===== src/rtl/mprc_writeback_unit_pkg.sv =====
// Shared types and widths for the dirty-line writeback unit.
// Tag/index/way geometry matches the stage-1 metadata and data arrays.
package mprc_writeback_unit_pkg;

  localparam int TAG_W      = 20;
  localparam int IDX_W      = 6;
  localparam int WAYS       = 4;
  localparam int COH_W      = 2;
  localparam int BLOCK_W    = TAG_W + IDX_W;
  localparam int ROW_W      = 128;
  localparam int BEAT_OFF_W = 4;

  typedef enum logic [1:0] {
    IDLE = 2'd0,
    META = 2'd1,
    DATA = 2'd2
  } wb_state_t;

  typedef logic [TAG_W-1:0]   tag_t;
  typedef logic [IDX_W-1:0]   idx_t;
  typedef logic [WAYS-1:0]    way_en_t;
  typedef logic [COH_W-1:0]   coh_t;
  typedef logic [BLOCK_W-1:0] block_addr_t;
  typedef logic [ROW_W-1:0]   row_t;

  function automatic block_addr_t block_addr(input tag_t tag, input idx_t idx);
    return {tag, idx};
  endfunction

endpackage


===== src/rtl/mprc_wb_beat_queue.sv =====
// Small FIFO of {beat, row} entries between data-array capture and the release channel.
// Push and pop in the same cycle leave the occupancy unchanged.
module mprc_wb_beat_queue #(
  parameter int DEPTH = 2,
  parameter int WIDTH = 130
) (
  input  logic                         clk,
  input  logic                         reset,
  input  logic                         i_push,
  input  logic [WIDTH-1:0]             i_push_data,
  input  logic                         i_pop,
  output logic [WIDTH-1:0]             o_head,
  output logic [$clog2(DEPTH+1)-1:0]   o_count,
  output logic                         o_empty
);

  localparam int PTR_W = $clog2(DEPTH);
  localparam int CNT_W = $clog2(DEPTH+1);

  logic [WIDTH-1:0] r_mem [DEPTH];
  logic [PTR_W-1:0] r_wr_ptr;
  logic [PTR_W-1:0] r_rd_ptr;
  logic [CNT_W-1:0] r_count;

  function automatic logic [PTR_W-1:0] ptr_inc(input logic [PTR_W-1:0] p);
    return (p == PTR_W'(DEPTH-1)) ? '0 : p + 1'b1;
  endfunction

  always_ff @(posedge clk or negedge reset) begin
    if (!reset) begin
      r_wr_ptr <= '0;
      r_rd_ptr <= '0;
      r_count  <= '0;
    end else begin
      if (i_push) r_wr_ptr <= ptr_inc(r_wr_ptr);
      if (i_pop)  r_rd_ptr <= ptr_inc(r_rd_ptr);
      case ({i_push, i_pop})
        2'b10:   r_count <= r_count + 1'b1;
        2'b01:   r_count <= r_count - 1'b1;
        default: r_count <= r_count;
      endcase
    end
  end

  // Payload storage needs no reset: only entries counted in r_count are ever read.
  always_ff @(posedge clk) begin
    if (i_push) r_mem[r_wr_ptr] <= i_push_data;
  end

  assign o_head  = r_mem[r_rd_ptr];
  assign o_count = r_count;
  assign o_empty = (r_count == '0);

endmodule


===== src/rtl/mprc_writeback_unit.sv =====
// Evicts one dirty line: metadata read, BEATS data-row reads, then BEATS release beats.
// Handshake: a transfer happens on a cycle where valid and ready are both high; valid never waits on ready.
module mprc_writeback_unit
  import mprc_writeback_unit_pkg::*;
#(
  parameter int BEATS     = 4,
  parameter int ROW_BITS  = 128,
  parameter int BUF_DEPTH = 2
) (
  input  logic                                      clk,
  input  logic                                      reset,
  input  logic                                      req_valid,
  output logic                                      req_ready,
  input  logic [TAG_W-1:0]                          req_tag,
  input  logic [IDX_W-1:0]                          req_idx,
  input  logic [WAYS-1:0]                           req_way_en,
  input  logic [COH_W-1:0]                          req_coh_state,
  output logic                                      meta_read_valid,
  input  logic                                      meta_read_ready,
  output logic [TAG_W-1:0]                          meta_read_tag,
  output logic [IDX_W-1:0]                          meta_read_idx,
  output logic                                      data_req_valid,
  input  logic                                      data_req_ready,
  output logic [WAYS-1:0]                           data_req_way_en,
  output logic [IDX_W+$clog2(BEATS)+BEAT_OFF_W-1:0] data_req_addr,
  input  logic [ROW_BITS-1:0]                       data_resp_0,
  input  logic [ROW_BITS-1:0]                       data_resp_1,
  input  logic [ROW_BITS-1:0]                       data_resp_2,
  input  logic [ROW_BITS-1:0]                       data_resp_3,
  output logic                                      release_valid,
  input  logic                                      release_ready,
  output logic [BLOCK_W-1:0]                        release_addr_block,
  output logic [$clog2(BEATS)-1:0]                  release_beat,
  output logic [ROW_BITS-1:0]                       release_data,
  output logic [COH_W-1:0]                          release_coh_state,
  output logic                                      release_last,
  output logic                                      busy_idx_valid,
  output logic [IDX_W-1:0]                          busy_idx,
  output logic [1:0]                                dbg_state
);

  localparam int BEAT_W  = $clog2(BEATS);
  localparam int CNT_W   = BEAT_W + 1;
  localparam int QCNT_W  = $clog2(BUF_DEPTH+1);
  localparam int ENTRY_W = BEAT_W + ROW_BITS;

  wb_state_t         r_state;
  wb_state_t         w_state_nxt;
  logic [TAG_W-1:0]  r_tag;
  logic [IDX_W-1:0]  r_idx;
  logic [WAYS-1:0]   r_way_en;
  logic [COH_W-1:0]  r_coh;
  logic [CNT_W-1:0]  r_issue_cnt;
  logic [CNT_W-1:0]  r_send_cnt;
  logic              r_resp_pending;
  logic [BEAT_W-1:0] r_resp_beat;

  logic [ENTRY_W-1:0] w_head;
  logic [QCNT_W-1:0]  w_q_count;
  logic               w_q_empty;
  logic [QCNT_W:0]    w_occ;
  logic               w_space_ok;
  logic               w_accept;
  logic               w_pop;
  logic               w_last_pop;
  logic [ROW_BITS-1:0] w_row;

  // A beat leaving this cycle frees its slot before the new response lands.
  assign w_occ      = {1'b0, w_q_count} + (QCNT_W+1)'(r_resp_pending) - (QCNT_W+1)'(w_pop);
  assign w_space_ok = (w_occ < (QCNT_W+1)'(BUF_DEPTH));

  assign req_ready       = (r_state == IDLE);
  assign meta_read_valid = (r_state == META);
  assign data_req_valid  = (r_state == DATA) && (r_issue_cnt < CNT_W'(BEATS)) && w_space_ok;
  assign w_accept        = data_req_valid && data_req_ready;
  assign release_valid   = !w_q_empty;
  assign w_pop           = release_valid && release_ready;
  assign w_last_pop      = w_pop && (r_send_cnt == CNT_W'(BEATS-1));

  assign meta_read_tag      = r_tag;
  assign meta_read_idx      = r_idx;
  assign data_req_way_en    = r_way_en;
  assign data_req_addr      = {r_idx, r_issue_cnt[BEAT_W-1:0], BEAT_OFF_W'(0)};
  assign release_addr_block = block_addr(r_tag, r_idx);
  assign release_coh_state  = r_coh;
  assign release_beat       = w_head[ENTRY_W-1 -: BEAT_W];
  assign release_data       = w_head[ROW_BITS-1:0];
  assign release_last       = (release_beat == BEAT_W'(BEATS-1));
  assign busy_idx_valid     = (r_state != IDLE);
  assign busy_idx           = r_idx;
  assign dbg_state          = r_state;

  assign w_row = ({ROW_BITS{r_way_en[0]}} & data_resp_0) |
                 ({ROW_BITS{r_way_en[1]}} & data_resp_1) |
                 ({ROW_BITS{r_way_en[2]}} & data_resp_2) |
                 ({ROW_BITS{r_way_en[3]}} & data_resp_3);

  always_comb begin
    w_state_nxt = r_state;
    case (r_state)
      IDLE:    if (req_valid) w_state_nxt = META;
      META:    if (meta_read_ready) w_state_nxt = DATA;
      DATA:    if (w_last_pop) w_state_nxt = IDLE;
      default: w_state_nxt = IDLE;
    endcase
  end

  always_ff @(posedge clk or negedge reset) begin
    if (!reset) begin
      r_state        <= IDLE;
      r_tag          <= '0;
      r_idx          <= '0;
      r_way_en       <= '0;
      r_coh          <= '0;
      r_issue_cnt    <= '0;
      r_send_cnt     <= '0;
      r_resp_pending <= 1'b0;
      r_resp_beat    <= '0;
    end else begin
      r_state <= w_state_nxt;
      if ((r_state == IDLE) && req_valid) begin
        r_tag       <= req_tag;
        r_idx       <= req_idx;
        r_way_en    <= req_way_en;
        r_coh       <= req_coh_state;
        r_issue_cnt <= '0;
        r_send_cnt  <= '0;
      end
      if (w_accept) begin
        r_issue_cnt <= r_issue_cnt + 1'b1;
        r_resp_beat <= r_issue_cnt[BEAT_W-1:0];
      end
      // The array answers exactly one cycle after each accepted read.
      r_resp_pending <= w_accept;
      if (w_pop) r_send_cnt <= r_send_cnt + 1'b1;
    end
  end

  mprc_wb_beat_queue #(
    .DEPTH (BUF_DEPTH),
    .WIDTH (ENTRY_W)
  ) u_beat_queue (
    .clk         (clk),
    .reset       (reset),
    .i_push      (r_resp_pending),
    .i_push_data ({r_resp_beat, w_row}),
    .i_pop       (w_pop),
    .o_head      (w_head),
    .o_count     (w_q_count),
    .o_empty     (w_q_empty)
  );

endmodule

===== config.mk =====
export PLATFORM = sky130hd
export DESIGN_NAME = mprc_writeback_unit
export DESIGN_NICKNAME = d
export VERILOG_FILES = /design/src/rtl/mprc_writeback_unit_pkg.sv /design/src/rtl/mprc_wb_beat_queue.sv /design/src/rtl/mprc_writeback_unit.sv
export SDC_FILE = /design/constraint.sdc
export NUM_CORES = 1
export LEC_CHECK = 0
export ABC_AREA = 1
export CAP_MARGIN = 20
export CORE_AREA = 3 3 295 297
export CTS_CLUSTER_SIZE = 40
export DETAILED_ROUTE_END_ITERATION = 12
export DIE_AREA = 0 0 298 300
export SETUP_SLACK_MARGIN = 0.3
export SYNTH_ARGS = -nofsm -noshare
export SYNTH_HDL_FRONTEND = slang
export SYNTH_SLANG_ARGS = --single-unit

===== constraint.sdc =====
create_clock -name clk -period 7.9 [get_ports clk]
set_input_delay 1.185 -clock clk [delete_from_list [all_inputs] [get_ports clk]]
set_output_delay 1.185 -clock clk [all_outputs]
set_load 0.05 [all_outputs]

-- After elaboration in Yosys (flattened, before gate mapping)
Memory sizes are Yosys's and may differ from the RTL's.
Cells that the tools add are included.
- add/sub/neg operators: 8
- multiply operators: 0
- div/mod/pow operators: 0
- $lt $le $gt $ge: 2
- eq/ne operators: 9
- shift operators: 0
- mux-type cells: 12
- bitwise operators: 7
- reduce and logical (&&, ||, !) cells: 14
- operators by type and width (operator ; count):
    128-bit bitwise AND ; 4
    128-bit bitwise OR ; 3
    3-bit 2-to-1 mux ; 3
    2-bit nonzero test ; 4
    3-bit by 1-bit adder with 3-bit output (second input constant) ; 2
    2-bit == test (second input constant) ; 3
    1-bit logical AND ; 6
    2-bit 2-to-1 mux ; 3
    2-bit case mux with 3 select lines ; 1
    2-bit by 1-bit == test with 1-bit output (second input constant) ; 2
    2-bit zero test ; 2
    1-bit 2-to-1 mux ; 4
    2-bit inequality test (second input constant) ; 2
    2-bit case mux with 2 select lines ; 1
    2-bit by 1-bit adder with 3-bit output ; 1
    3-bit by 2-bit == test with 1-bit output (second input constant) ; 1
    3-bit by 2-bit less-than comparator with 1-bit output (second input constant) ; 1
    3-bit less-than comparator (second input constant) ; 1
    3-bit AND reduction ; 1
    3-bit by 1-bit subtractor with 3-bit output ; 1
    1-bit adder (second input constant) ; 2
    2-bit by 1-bit adder with 2-bit output (second input constant) ; 1
    2-bit by 1-bit inequality test with 1-bit output (second input constant) ; 1
    2-bit by 1-bit subtractor with 2-bit output (second input constant) ; 1
    1-bit zero test ; 1
- register bits: 47
- bits in latches: 0
- memory bits (writable): 260
- memory bits (read-only): 0
- bits of input ports: 550
- output and inout port bits: 214
- logic and storage cells: 65
- memories: 1
- memory list (memory ; words ; bits a word ; read ports ; clocked after Yosys merged registers in ; wr ports ; line ; RTL):
    u_beat_queue.r_mem ; 2 ; 130 ; 1 ; 0 ; 1 ; mprc_wb_beat_queue.sv:20 ; logic [WIDTH-1:0] r_mem [DEPTH];

-- Depth between registers and ports, before layout
- depth after elaboration: 8
- mapped depth: 14
- gate-level depth less buffers: 14

-- Cells and area by module
A second synthesis with hierarchy kept.
- cell total of the unflattened synthesis: 1653
- area total of the unflattened synthesis: 15292.2 um^2
- by module, submodules not included (module ; instances ; cells an instance ; area each (um^2) ; sequential area each (um^2)):
    mprc_wb_beat_queue ; 1 ; 702 ; 10127.2 ; 7907.6
    mprc_writeback_unit ; 1 ; 951 ; 5165.0 ; 1076.0

-- Worst setup path before layout
OpenSTA, ideal clock, no wires.
- path kind: register to register
- start: register r_resp_pending
- end: memory u_beat_queue.r_mem[0][0], enable pin
- library setup time: 622 ps
- arrival time: 5847 ps
- required time: 7278 ps
- setup slack: 1431 ps
- stages on the path, launching flop included: 3
- buffers on the path: 0
- cell sequence: dfrtp_1 > inv_1 > nor2_1
- cells in the longest elaborated chain, start to end: 2
- ends and longest elaborated chain (element ; line ; RTL):
    start: declaration ; mprc_writeback_unit.sv:55 ; logic r_resp_pending;
    start signal: assignment ; mprc_writeback_unit.sv:134 ; r_resp_pending <= w_accept;
    1-bit 2-to-1 mux ; mprc_wb_beat_queue.sv:47 ; if (i_push) r_mem[r_wr_ptr] <= i_push_data;
    1-bit 2-to-1 mux (implied by the code) ; mprc_wb_beat_queue.sv:47 ;
    end: declaration ; mprc_wb_beat_queue.sv:20 ;
No other way between the ends.

-- Worst setup path after layout
- start: input port release_ready
- end: output port data_req_valid
- cells in the longest elaborated chain, start to end: 4
- ends and longest elaborated chain (element ; line ; RTL):
    start: declaration ; mprc_writeback_unit.sv:31 ; input logic release_ready,
    1-bit logical AND ; mprc_writeback_unit.sv:77 ; assign w_pop = release_valid && release_ready;
    via u_beat_queue.i_pop ; mprc_wb_beat_queue.sv:11 ; input logic i_pop,
    3-bit by 1-bit subtractor with 3-bit output ; mprc_writeback_unit.sv:69 ; assign w_occ = {1'b0, w_q_count} + (QCNT_W+1)'(r_resp_pending) - (QCNT_W+1)'(w_pop);
    3-bit by 2-bit less-than comparator with 1-bit output ; mprc_writeback_unit.sv:70 ; assign w_space_ok = (w_occ < (QCNT_W+1)'(BUF_DEPTH));
    1-bit logical AND ; mprc_writeback_unit.sv:74 ; assign data_req_valid = (r_state == DATA) && (r_issue_cnt < CNT_W'(BEATS)) && w_space_ok;
    end: declaration ; mprc_writeback_unit.sv:22 ; output logic data_req_valid,
The timed path passes the listed nets, and every way through them passes these cells.

==> impl_metrics.yaml <==
grt:
  grt_pass1_wl_um: 89900
  grt_max_degree: 91
  antenna_found_initial: 5
  grt-ovfl-total: 0
  grt_use_total: 0.134
  grt_pass1_vias: 13779
logic_synthesis:
  yosysSeqAreaShare: 0.609
  synth_top_cell_area_share: 0.529
  ys_ff_latch: 307
  ys_warn_count: 0
  syn_inst: 1644
  avgSynthCellArea_um2: 8.98
  synth_cell_types: 28
  synth_area_um2: 14800
  synth_area_leader_cell: "edfxtp_1"
  synth.area.top_cells: "edfxtp_1 (53%), nand2_1 (26%), dfrtp_1 (8.0%), nand4_1 (5.6%), buf_2 (2.6%)"
cts:
  insertion_delay_ps: 540
  clkSinkCount: 307
  cts_hold_buf: 0
  cts_buffers: 37
  cts_tree: "yes"
  cts_root_buf: "clkbuf_16"
  cts_resized: 0
  postCtsSetupBuffers: 0
  clockBufferDepth: 3
  cts_htree_levels: 2
  clkSlewWorstSetupHoldPaths_ps: 60
floorplan:
  ios: 764
  die_w_um: 298
  dieArea_um2: 89400
  initial_core_util: 0.174
  die_h_um: 300
  core_um2: 84900
  num_rows: 107
timing:
  finalHoldViolations: 0
  whs_ps: 477
  worstMarginPinSlew_ps: 933
  layout_min_cycle_time_ps: 5270
  tns_ps: 0
  fin_crit_sh: 0.667
  finalSetupViolCount: 0
  rsz0062_at_grt: "false"
  fmax_mhz: 190
  report.final.slew_viol_count: 0
  setup_ws_ps: 2630
  worst_clock_skew_ps: 19.5
  slew_headroom: 0.378
setup_path:
  required_ps: 6710
  worstSetupEndpointType: "output port"
  arrival_ps: 4080
  worstSetupPathType: "primary input to output port"
  start_kind: "primary input"
  timing.critical_path.fanout_max: 6
placed_design:
  dp_hpwl_um: 48500
  numPortBuffers: 759
  dp_slack_ps: 2620
  gp_congestion: 0.846
  placed_cells: 3428
final_layout:
  syn_to_final_growth_pct: 65.3
  final_common_cell: "nand2_1"
  nets: 2879
  fin_cells: 3494
  fin_util: 0.287
  drive_above_1_share: 0.0409
  layout_common_cells: "nand2_1 (1014), clkdlybuf4s50_1 (758), edfxtp_1 (260), nand4_1 (131), dfrtp_1 (42)"
power_and_ir_drop:
  p_per_area_nw_per_um2: 380
  power_frac_seq: 0.260
  internal-power_uw: 4730
  p_leak_uw: 0.00943
  swShare: 0.489
  netSwitchingPower_uw: 4530
  combPwrFrac: 0.550
  clkPwrFrac: 0.190
  peakVddDrop_uv: 243
drt:
  drt_iter0_drc: 890
  wl_per_cell_um: 18.1
  drc: 0
  dr.pass1.iters: 7
  via_count: 13838
  routed_via_density: 3.96
  ant_nets: 0
  totalWireLength_um: 63300
flow_run:
  drv_cap: 0
worst_hold_path:
  min_path_type: "register to register"
outcome:
  status: "complete, no violations"
per-layer routing:
metal,share of wire,vias up,global-route usage
li1,-,6719,-
met1,0.39,6443,0.155
met2,0.51,595,0.246
met3,0.069,81,0.0329
met4,0.028,0,0.0399
met5,0,-,0
metrics by stage:
stage | power, uW | cell area (um2)
after global routing | 9780 | 24400
after floorplan | 5620 | 14800
final | 9260 | 24400
after CTS | 9450 | 24400
after global placement | 7610 | 23100
after detailed placement | 7640 | 23100
power by group through the flow:
| stage | logic (uW) | clock network, uW | registers [uW] |
|---|---|---|---|
| 5_1_grt | 5440 | 1900 | 2440 |
| 2_1_floorplan | 3020 | 0 | 2600 |
| 4_1_cts | 5200 | 1830 | 2420 |
| 6_report | 5090 | 1760 | 2410 |
| 3_5_place_dp | 5190 | 0 | 2450 |
| 3_3_place_gp | 5160 | 0 | 2450 |
cells in the mapped netlist:
library cell  number
conb_1             1
buf_4             48
inv_2              3
xnor2_1            1
nor2_2             1
nand2_2            2
buf_6              3
o21ai_1            1
buf_2             78
clkbuf_1           7
edfxtp_1         260
nand3_2            1
dfrtp_1           47
fa_1               1
nor2_4             1
o21ai_0            4
o31ai_1            1
o22ai_1            1
ha_1               5
nand3_1            4
xor2_1             3
inv_1             15
nand2_1         1014
a21oi_1            2
nor2_1             5
or2_2              3
clkinv_2           1
nand4_1          131
sequential cells by signal, summed over array words and instances, names as in the netlist:
| signal | count |
|---|---|
| release_coh_state | 2 |
| u_beat_queue.r_mem | 260 |
| r_resp_beat | 2 |
| r_issue_cnt | 3 |
| dbg_state | 2 |
| r_resp_pending | 1 |
| data_req_way_en | 4 |
| busy_idx | 6 |
| meta_read_tag | 20 |
| u_beat_queue.r_wr_ptr | 1 |
| u_beat_queue.r_rd_ptr | 1 |
| r_send_cnt | 3 |
| u_beat_queue.o_count | 2 |
path summary, 6_finish.rpt:
| kind | start | end | slack (ps) | cells past startpoint |
|---|---|---|---|---|
| min in group asynchronous | reset | meta_read_tag[6] | 760 | 2 |
| setup / recovery | release_ready | data_req_valid | 2630 | 11 |
| max in group asynchronous | reset | data_req_way_en[3] | 6650 | 2 |
| setup reg to reg | data_req_way_en[1] | u_beat_queue.r_mem[1][3] | 5120 | 4 |
| hold reg to reg | r_resp_beat[0] | u_beat_queue.r_mem[1][128] | 480 | 0 |
| hold / removal | r_resp_beat[0] | u_beat_queue.r_mem[1][128] | 480 | 0 |
worst max-delay path, cell delays in order:
cell and delay (ps):
clkdlybuf4s50_1 470, nand2_2 100, inv_1 130, ha_1 240
or2_2 310, fa_1 520, nand2_1 80, nor2_4 130
nand2_1 70, inv_1 50, clkdlybuf4s50_1 810
area by class of cell:
| cell class | instances | area (um2) |
|---|---|---|
| flip-flops and latches | 307 | 9000 |
| multi-input cells | 1185 | 4910 |
| diodes | 1 | 2.50 |
| inverters | 19 | 82.6 |
| clock buffers | 41 | 982 |
| well taps | 1144 | 1430 |
| clock inverters | 24 | 285 |
| repair buffers | 773 | 7700 |
| fillers | 9017 | 60500 |
cell families after synthesis:
| family | Yosys count | share of synthesized area |
|---|---|---|
| simple gates | 1162 | 0.320 |
| flops | 307 | 0.609 |
| buf+inv | 155 | 0.0598 |
| compound gates | 9 | 0.00331 |
| fa+ha+maj | 6 | 0.00559 |
| xor+xnor | 4 | 0.00237 |
| other cells | 1 | 0.000254 |
Note: power is estimated with default switching activity, not from simulation.
